**config.mk**
```make
export PLATFORM = sky130hd
export DESIGN_NAME = div_freq_meter
export DESIGN_NICKNAME = d
export VERILOG_FILES = /design/src/rtl/div_pkg.sv /design/src/rtl/div_edge_det.sv /design/src/rtl/div_freq_meter.sv
export SDC_FILE = /design/constraint.sdc
export NUM_CORES = 1
export LEC_CHECK = 0
export ABC_AREA = 1
export CAP_MARGIN = 20
export CELL_PAD_IN_SITES_DETAIL_PLACEMENT = 0
export CELL_PAD_IN_SITES_GLOBAL_PLACEMENT = 1
export CORE_MARGIN = 10
export CORE_UTILIZATION = 40
export CTS_CLUSTER_DIAMETER = 150
export DETAILED_ROUTE_END_ITERATION = 8
export PLACE_DENSITY_LB_ADDON = 0.1
export SYNTH_ARGS = -nofsm -noshare
export SYNTH_HDL_FRONTEND = slang
export SYNTH_SLANG_ARGS = --single-unit
```
**constraint.sdc**
```tcl
create_clock -name clk -period 2.4 [get_ports clk]
set_input_delay 0.48 -clock clk [delete_from_list [all_inputs] [get_ports clk]]
set_output_delay 0.48 -clock clk [all_outputs]
set_load 0.02 [all_outputs]
```
**src/rtl/div_pkg.sv**
```systemverilog
// rtl/div_pkg.sv - shared definitions for the divider-side monitor blocks
// Contents:
//   state_t    measurement FSM states (IDLE, ARM, HIGH, LOW)
//   DEF_CNT_W  default width of the high/low duration counters
package div_pkg;

  typedef enum logic [1:0] {
    IDLE = 2'd0,
    ARM  = 2'd1,
    HIGH = 2'd2,
    LOW  = 2'd3
  } state_t;

  localparam int DEF_CNT_W = 16;

endpackage

```
**src/rtl/div_edge_det.sv**
```systemverilog
// rtl/div_edge_det.sv - one-cycle rise/fall detector for a clk-synchronous divided signal
// Ports:
//   clk     in   system clock
//   rst_n   in   asynchronous active-low reset
//   div_in  in   divided signal, already in the clk domain
//   rise    out  div_in is 1 this cycle and was 0 last cycle
//   fall    out  div_in is 0 this cycle and was 1 last cycle
module div_edge_det (
  input  logic clk,
  input  logic rst_n,
  input  logic div_in,
  output logic rise,
  output logic fall
);

  logic div_d;

  always_ff @(posedge clk or negedge rst_n) begin
    if (!rst_n) begin
      div_d <= 1'b0;
    end else begin
      div_d <= div_in;
    end
  end

  // Combinational from the live input so the edge cycle itself counts
  // as cycle 1 of the new level.
  assign rise = div_in & ~div_d;
  assign fall = ~div_in & div_d;

endmodule

```
**src/rtl/div_freq_meter.sv**
```systemverilog
// rtl/div_freq_meter.sv - high/low/period meter with tolerance and stuck-input flags
// Ports:
//   clk         in   system clock
//   rst_n       in   asynchronous active-low reset
//   en          in   measurement enable; low returns the meter to IDLE
//   err_clr     in   clears the sticky flags (a same-cycle set wins)
//   div_in      in   divided signal, synchronous to clk
//   high_time   out  last measured high duration in clk cycles
//   low_time    out  last measured low duration in clk cycles
//   period      out  high_time + low_time of the last measurement
//   meas_valid  out  one-cycle pulse when the duration outputs update
//   period_err  out  sticky: a measured period fell outside EXP_PERIOD +/- TOL
//   timeout     out  sticky: a duration counter saturated
module div_freq_meter
  import div_pkg::*;
#(
  parameter int CNT_W      = DEF_CNT_W,
  parameter int EXP_PERIOD = 4,
  parameter int TOL        = 0
) (
  input  logic             clk,
  input  logic             rst_n,
  input  logic             en,
  input  logic             err_clr,
  input  logic             div_in,
  output logic [CNT_W-1:0] high_time,
  output logic [CNT_W-1:0] low_time,
  output logic [CNT_W:0]   period,
  output logic             meas_valid,
  output logic             period_err,
  output logic             timeout
);

  localparam logic [CNT_W-1:0] CNT_MAX = '1;
  // Lower bound clamps at zero when the tolerance exceeds the expected period.
  localparam int PER_LO = (EXP_PERIOD > TOL) ? (EXP_PERIOD - TOL) : 0;
  localparam int PER_HI = EXP_PERIOD + TOL;

  state_t           state;
  logic [CNT_W-1:0] hcnt;
  logic [CNT_W-1:0] lcnt;
  logic             rise;
  logic             fall;
  logic [CNT_W:0]   per_sum;
  logic             per_bad;

  div_edge_det u_edge (
    .clk    (clk),
    .rst_n  (rst_n),
    .div_in (div_in),
    .rise   (rise),
    .fall   (fall)
  );

  assign per_sum = {1'b0, hcnt} + {1'b0, lcnt};
  assign per_bad = (int'(per_sum) < PER_LO) || (int'(per_sum) > PER_HI);

  always_ff @(posedge clk or negedge rst_n) begin
    if (!rst_n) begin
      state      <= IDLE;
      hcnt       <= '0;
      lcnt       <= '0;
      high_time  <= '0;
      low_time   <= '0;
      period     <= '0;
      meas_valid <= 1'b0;
      period_err <= 1'b0;
      timeout    <= 1'b0;
    end else begin
      meas_valid <= 1'b0;

      // Clear first so any set later in this block overrides it.
      if (err_clr) begin
        period_err <= 1'b0;
        timeout    <= 1'b0;
      end

      if (!en) begin
        state <= IDLE;
        hcnt  <= '0;
        lcnt  <= '0;
      end else begin
        case (state)
          IDLE: begin
            hcnt  <= '0;
            lcnt  <= '0;
            state <= ARM;
          end
          // Whatever level is present on arming is partial; wait for a rise.
          ARM: begin
            if (rise) begin
              hcnt  <= CNT_W'(1);
              state <= HIGH;
            end
          end
          HIGH: begin
            if (fall) begin
              lcnt  <= CNT_W'(1);
              state <= LOW;
            end else if (hcnt == CNT_MAX) begin
              timeout <= 1'b1;
              state   <= ARM;
            end else begin
              hcnt <= hcnt + 1'b1;
            end
          end
          LOW: begin
            if (rise) begin
              high_time  <= hcnt;
              low_time   <= lcnt;
              period     <= per_sum;
              meas_valid <= 1'b1;
              if (per_bad) begin
                period_err <= 1'b1;
              end
              // The terminating rise starts the next high phase back-to-back.
              hcnt  <= CNT_W'(1);
              state <= HIGH;
            end else if (lcnt == CNT_MAX) begin
              timeout <= 1'b1;
              state   <= ARM;
            end else begin
              lcnt <= lcnt + 1'b1;
            end
          end
          default: state <= IDLE;
        endcase
      end
    end
  end

endmodule

```
==> summary.md, run 1 <==
| Metric | Value |
|---|---|
| Post-Route WL | `14,700 microns` |
| CTS Buf Count | `9` |
| Peak VDD IR | `433 uV` |
| Final hold vios | `0` |
| Met3 wire length | `729 microns` |
| Clk_skew | `7.12 ps` |
| Synth cell types | `37` |
| Setup Fix Bufs, Post-CTS | `0` |
| Ports | `57` |
| Power Density | `625 nW/um^2` |
| Die width | `134 microns` |
| Met2 wire len | `6790 microns` |
| Worst hold path type | `in2async` |
| Register bit total from synthesis | `87` |
| Post-synth EDFFs | `0` |
| Number of diodes | `0` |
| Ys flop type | `dfrtp_1` |
| Most used cell, CP | `nand2_1` |
| Number of port buffers | `56` |
| Final Cycle Share | `89.3%` |
| Antenna Nets Post-Route | `0` |
| Detailed Routing Iterations Pass 1 | `6` |
| Critical path class | `reg2reg` |
| Unrepaired setup endpoints after global routing | `false` |
| GRT Overall Usage | `17.0%` |
| Post-DP HPWL | `11,700 microns` |
| Nets | `793` |
| Post-synth net total | `721` |
| Starting Density | `41.0%` |
| Core Util, Final | `50.4%` |
| Detailed Route Iter0 Violations | `346` |
| Status | `completed` |
| Hold WS | `94.5 ps` |
| Pins Over Slew Limit | `0` |
| First-pass GRT wire length | `24,400 microns` |
| Uppermost layer routed | `met4` |
| Post-place instance area | `6060 sq um` |
| Placer congestion estimate | `0.883` |
| Gr ovfl total | `0` |
| Root Buffer | `clkbuf_16` |
| Synth warnings | `0` |
| Share of cells above drive strength 1 | `9.82%` |
| Vias after detailed routing | `4,721` |
| Synthesis-to-layout area growth | `23.1%` |
| Number of global-route vias before repair | `4,729` |
| CP required | `2640 ps` |
| Post-layout min period | `2140 ps` |
| Crit-path slowest cell | `dfrtp_1` |
| Crit. End Element | `register` |
| CORE AREA | `12,700 sq um` |
| Post-route DRC | `0` |
| Total power | `3.99 mW` |
| Final number of setup-violating endpoints | `0` |
| Area of the mapped netlist | `5190 sq um` |
| CP Max Fanout | `6` |
| Seq/Total Area, Yosys | `41.9%` |
| Wire per inst | `15.5 microns` |
| Cells on worst reg2reg path | `12` |
| Worst Tran Pin Value | `548 ps` |
| Mapped Cells | `697` |
| CP Depth | `12` |
| Seq. cell area | `2180 sq um` |
| Final TNS setup | `0 ps` |
| Mapped Avg Cell Area | `7.45 sq um` |
| Worst skew pair latency | `350 ps` |
| Worst Setup Start Kind | `register` |
| Die Span Y | `134 microns` |
| Finished Cell Area | `6390 sq um` |
| Multi-input gate area | `2610 sq um` |
| Worst r2r src | `hcnt[7]` |
| Clock Path Buffers | `2` |
| Worst Path Buf+Inv | `0` |
| Sink Count | `87` |
| Crit-path cells | `ha_1, nand2_1, nor2_1, nand3_1, nand4_1, nand2_1, nor2_1, nand2_1, nor2_1, nand2_1, nand2_1, nand2_1` |
| Pleak | `3.02 nW` |
| CTS tree | `done` |
| Slowest Stage Delay on Critical Path | `490 ps` |
| H-Tree Depth | `3` |
| R2r endpoint | `period_err` |
| Row count | `41` |
| Post-CTS Hold Fix Bufs | `0` |
| Die area | `17,900 sq um` |
| Async SR Flop Fraction | `100%` |
| Largest net degree at the start of global routing | `84` |
| Vias/cell | `4.99` |
| Crit-path leading delay family | `simple AND/OR/NAND/NOR gates` |
| FMAX | `467 MHz` |
| Max Cap Viol | `0` |
| Fill cell count | `1,294` |
| Initial antenna violation count | `0` |
| R2r setup slk | `260 ps` |
| Relative slew slack | `63.2%` |
| Reg clk slew, reported paths | `60 ps` |
| M1 wire length | `6940 microns` |
| Critical Path AT | `2380 ps` |
registers in the layout, indices dropped and copies added, names as in the netlist:
name	cells
high_time	16
period_err	1
lcnt	16
timeout	1
low_time	16
u_edge.div_d	1
period	17
hcnt	16
state	2
meas_valid	1
area by class of cell:
class,count,area share [%]
Sequential cell,87,34.1
Multi-Input combinational cell,509,40.8
Inverter,85,5.05
Timing Repair Buffer,77,11.6
Tap cell,172,3.37
Clock buffer,12,4.17
Clock inverter,4,0.920
cells in the mapped netlist, types with 4 or more instances:
cell	number	share of area, %
a21oi_1	24	2.3
a31oi_1	5	0.60
buf_2	4	0.39
clkbuf_1	8	0.58
dfrtp_1	87	42
ha_1	18	4.3
inv_1	80	5.8
nand2_1	224	16
nand3_1	38	3.7
nand3_2	6	1.2
nand3b_1	8	1.2
nand4_1	15	1.8
nor2_1	49	3.5
nor2_2	6	0.72
nor3_1	14	1.3
o21ai_0	54	5.2
o21ai_1	4	0.39
o21ai_2	9	1.5
xor2_1	13	2.2
worst register-to-register path: stages (launching register included):
cell and delay, ps:
dfrtp_1 490, ha_1 430, nand2_1 120, nor2_1 230
nand3_1 160, nand4_1 150, nand2_1 60, nor2_1 100
nand2_1 60, nor2_1 80, nand2_1 60, nand2_1 50
nand2_1 40
metrics by stage:
stage	std cells	worst slack, ps
after floorplan	697	423
after global placement	930	132
after detailed placement	930	75.4
after CTS	946	170
after global routing	946	11.6
final	946	257
logic make-up after synthesis:
| group | synth area share [%] |
|---|---|
| and+or+nand+nor | 31.5 |
| AOI/OAI and AO/OA | 11.3 |
| buffers and inverters | 7.98 |
| DFF | 41.9 |
| adders and majority gates | 4.72 |
| xor gates and xnor gates | 2.53 |
power by group:
part           switching [mW]  internal (mW)
clock network           0.613          0.905
logic                   0.540          0.299
registers              0.0757           1.56
per-layer routing:
| metal | global-route usage (%) | vias to the layer above |
|---|---|---|
| met5 | 0 | - |
| met4 | 5.93 | 0 |
| met3 | 2.95 | 18 |
| met2 | 27.1 | 117 |
| met1 | 22.7 | 2178 |
| li1 | - | 2408 |
what timing repair did:
item,in CTS,in global routing
setup endpoints to repair,0,3
resized for setup,0,4
endpoints found under the hold margin,0,0
layout by cell type, fill, tap and decap left out, types with 2 or more instances in the layout:
master | netlist | layout
o21ai_1 | 4 | 4
buf_4 | 1 | 20
dfrtp_2 | 0 | 2
nor3_2 | 2 | 2
nand4_1 | 15 | 15
nand2_4 | 2 | 2
clkbuf_16 | 0 | 9
o31ai_1 | 3 | 3
inv_1 | 80 | 80
nand3_1 | 38 | 38
dfrtp_1 | 87 | 85
ha_1 | 18 | 18
xnor2_1 | 2 | 2
clkbuf_8 | 0 | 3
o22ai_1 | 2 | 2
nand3b_1 | 8 | 8
nand3_2 | 6 | 6
a31oi_1 | 5 | 5
a21oi_2 | 1 | 2
nor3_1 | 14 | 14
a21oi_1 | 24 | 23
and2_1 | 3 | 3
o21ai_2 | 9 | 9
inv_2 | 3 | 3
nand2_1 | 224 | 224
nor4_1 | 2 | 2
o21ai_0 | 54 | 54
nor2_1 | 49 | 49
xor2_1 | 13 | 13
nor2_2 | 6 | 6
buf_12 | 0 | 2
clkdlybuf4s50_1 | 0 | 55
worst max path at each step:
stage               startpoint          to  slack, ps
global route           lcnt[0]  period_err         10
CTS                    lcnt[0]  period_err        170
finish                 hcnt[7]  period_err        260
global placement        div_in     hcnt[7]        130
detailed placement          en     lcnt[4]         80
floorplan              hcnt[0]  period_err        420
No activity file was read; power rests on OpenSTA's default activity.
==> inputs of run 2 (changes only) <==
clock period = 2.38 ns   (was 2.4 ns; I/O delays follow)
==> run 2 against run 1 <==
Net effect:
- final cell count increased by 0.11%
- power decreased by 0.15%
- clock skew increased by 5.0 ps
- non-clock buffer count increased by 1
- global-route usage increased by 0.44 points
- register-to-register slack got worse by 110 ps
- sequential cell count unchanged
- combinational power increased by 2%
- via count decreased by 0.13%
- largest cell class unchanged
==> summary.md, run 2 (synthesis results as in run 1) <==
| Metric | Value |
|---|---|
| Synthesis-to-layout area growth | `23.2%` |
| Power Density | `623 nW/um^2` |
| CP Max Fanout | `4` |
| Post-layout min period | `2240 ps` |
| Number of global-route vias before repair | `4,606` |
| Sequential Power Share | `41.2%` |
| Final TNS setup | `0 ps` |
| Pleak | `3.02 nW` |
| Final hold vios | `0` |
| Initial antenna violation count | `0` |
| FMAX | `447 MHz` |
| Number of port buffers | `56` |
| Detailed Route Iter0 Violations | `300` |
| First-pass GRT wire length | `25,000 microns` |
| Switch Pwr | `1.28 mW` |
| Vias/cell | `4.98` |
| Switch share | `32.2%` |
| Starting Density | `41.0%` |
| Peak VDD IR | `387 uV` |
| Total power | `3.99 mW` |
| Ports | `57` |
| Die area | `17,900 sq um` |
| CP required | `2670 ps` |
| Largest net degree at the start of global routing | `84` |
| H-Tree Depth | `3` |
| Row count | `41` |
| Post-place instance area | `6060 sq um` |
| Root Buffer | `clkbuf_16` |
| Critical path class | `reg2reg` |
| Placer congestion estimate | `0.916` |
| Nets | `794` |
| Multi-input gate area | `2620 sq um` |
| Clk_skew | `12.1 ps` |
| Reg clk slew, reported paths | `70 ps` |
| Detailed Routing Iterations Pass 1 | `4` |
| Unrepaired setup endpoints after global routing | `false` |
| Relative slew slack | `62.2%` |
| Antenna Nets Post-Route | `0` |
| Final Cycle Share | `94.0%` |
| Post-Route WL | `15,100 microns` |
| CORE AREA | `12,700 sq um` |
| CTS Buf Count | `9` |
| Post-DP HPWL | `11,800 microns` |
| Gr ovfl total | `0` |
| Max Cap Viol | `0` |
| Commonest non-fill, non-tap cell in the layout | `nand2_1` |
| Die Span Y | `134 microns` |
| Combinational share of power | `21.5%` |
| Setup Fix Bufs, Post-CTS | `0` |
| Die width | `134 microns` |
| Worst Setup Start Kind | `register` |
| Sink Count | `87` |
| Worst Tran Pin Value | `566 ps` |
| Finished Cell Area | `6400 sq um` |
| Critical Path AT | `2530 ps` |
| Seq. cell area | `2180 sq um` |
| Fill cell count | `1,302` |
| Post-route DRC | `0` |
| Final number of setup-violating endpoints | `0` |
| Largest Register | `period` |
| Worst hold path type | `in2async` |
| CTS tree | `done` |
| Worst skew pair latency | `360 ps` |
| Vias after detailed routing | `4,715` |
| Largest register FFs | `17` |
| Clk pwr share | `37.3%` |
| Share of cells above drive strength 1 | `10.5%` |
| Clock Path Buffers | `2` |
| Number of diodes | `0` |
| Most frequent cells in the layout | `nand2_1 (224), dfrtp_1 (85), inv_1 (80)` |
| Crit. End Element | `register` |
| Status | `completed` |
| GRT Overall Usage | `17.4%` |
| Wire per inst | `15.9 microns` |
| Pins Over Slew Limit | `0` |
| Internal power | `2.70 mW` |
run 2: worst paths after layout:
| check | cells past startpoint | start | to | slack (ps) |
|---|---|---|---|---|
| max in group asynchronous | 2 | rst_n | hcnt[1] | 1610 |
| min | 1 | rst_n | period[5] | 110 |
| max | 10 | lcnt[0] | timeout | 140 |
| max reg2reg | 10 | lcnt[0] | timeout | 140 |
| min in group clk | 2 | period[1] | period[1] | 480 |
| min reg2reg | 2 | period[1] | period[1] | 480 |
run 2: critical path: stages (launching register included):
cell and delay, ps:
dfrtp_1 400, buf_4 150, ha_1 200, nand3_2 150
nor2_1 170, nand3b_1 160, nor2_2 210, nand3_1 210
o22ai_1 280, nand2_1 150, nand2_1 80
run 2: final cells by class:
cell class                 count  area share [%]
multi-input combinational    509            41.0
clock inverter                 7            1.23
tap                          172            3.36
inverter                      85            5.05
timing repair buffer          78            11.8
sequential                    87            34.1
clock buffer                   9            3.52
run 2: power groups by stage:
| stage | sequential [mW] | clock, mW | combinational [mW] |
|---|---|---|---|
| floorplan | 1.74 | 0 | 0.438 |
| detailed placement | 1.67 | 0 | 0.858 |
| CTS | 1.64 | 1.52 | 0.862 |
| global placement | 1.67 | 0 | 0.855 |
| finish | 1.64 | 1.49 | 0.856 |
| global route | 1.65 | 1.59 | 0.948 |
run 2: what timing repair did:
item,in CTS,in global routing
endpoints found under the setup margin,0,5
hold buffers,0,0
resized for setup,0,10
run 2: per-layer routing:
layer	track usage [%]	vias to the layer above	share of wire [%]
met5	0	-	0
li1	-	2396	-
met1	23.1	2229	47
met2	27.4	72	47
met4	7.26	0	1.8
met3	3.17	18	4.3
run 2: through the flow:
stage               hold WS, ps  setup WS [ps]  instances  util (%)
global placement            465            134        931      47.9
global route                160           4.29        947      50.5
detailed placement          469           94.9        931      47.9
CTS                         129           70.3        947      50.3
floorplan                   180            403        697         -
finish                      110            143        947      50.5
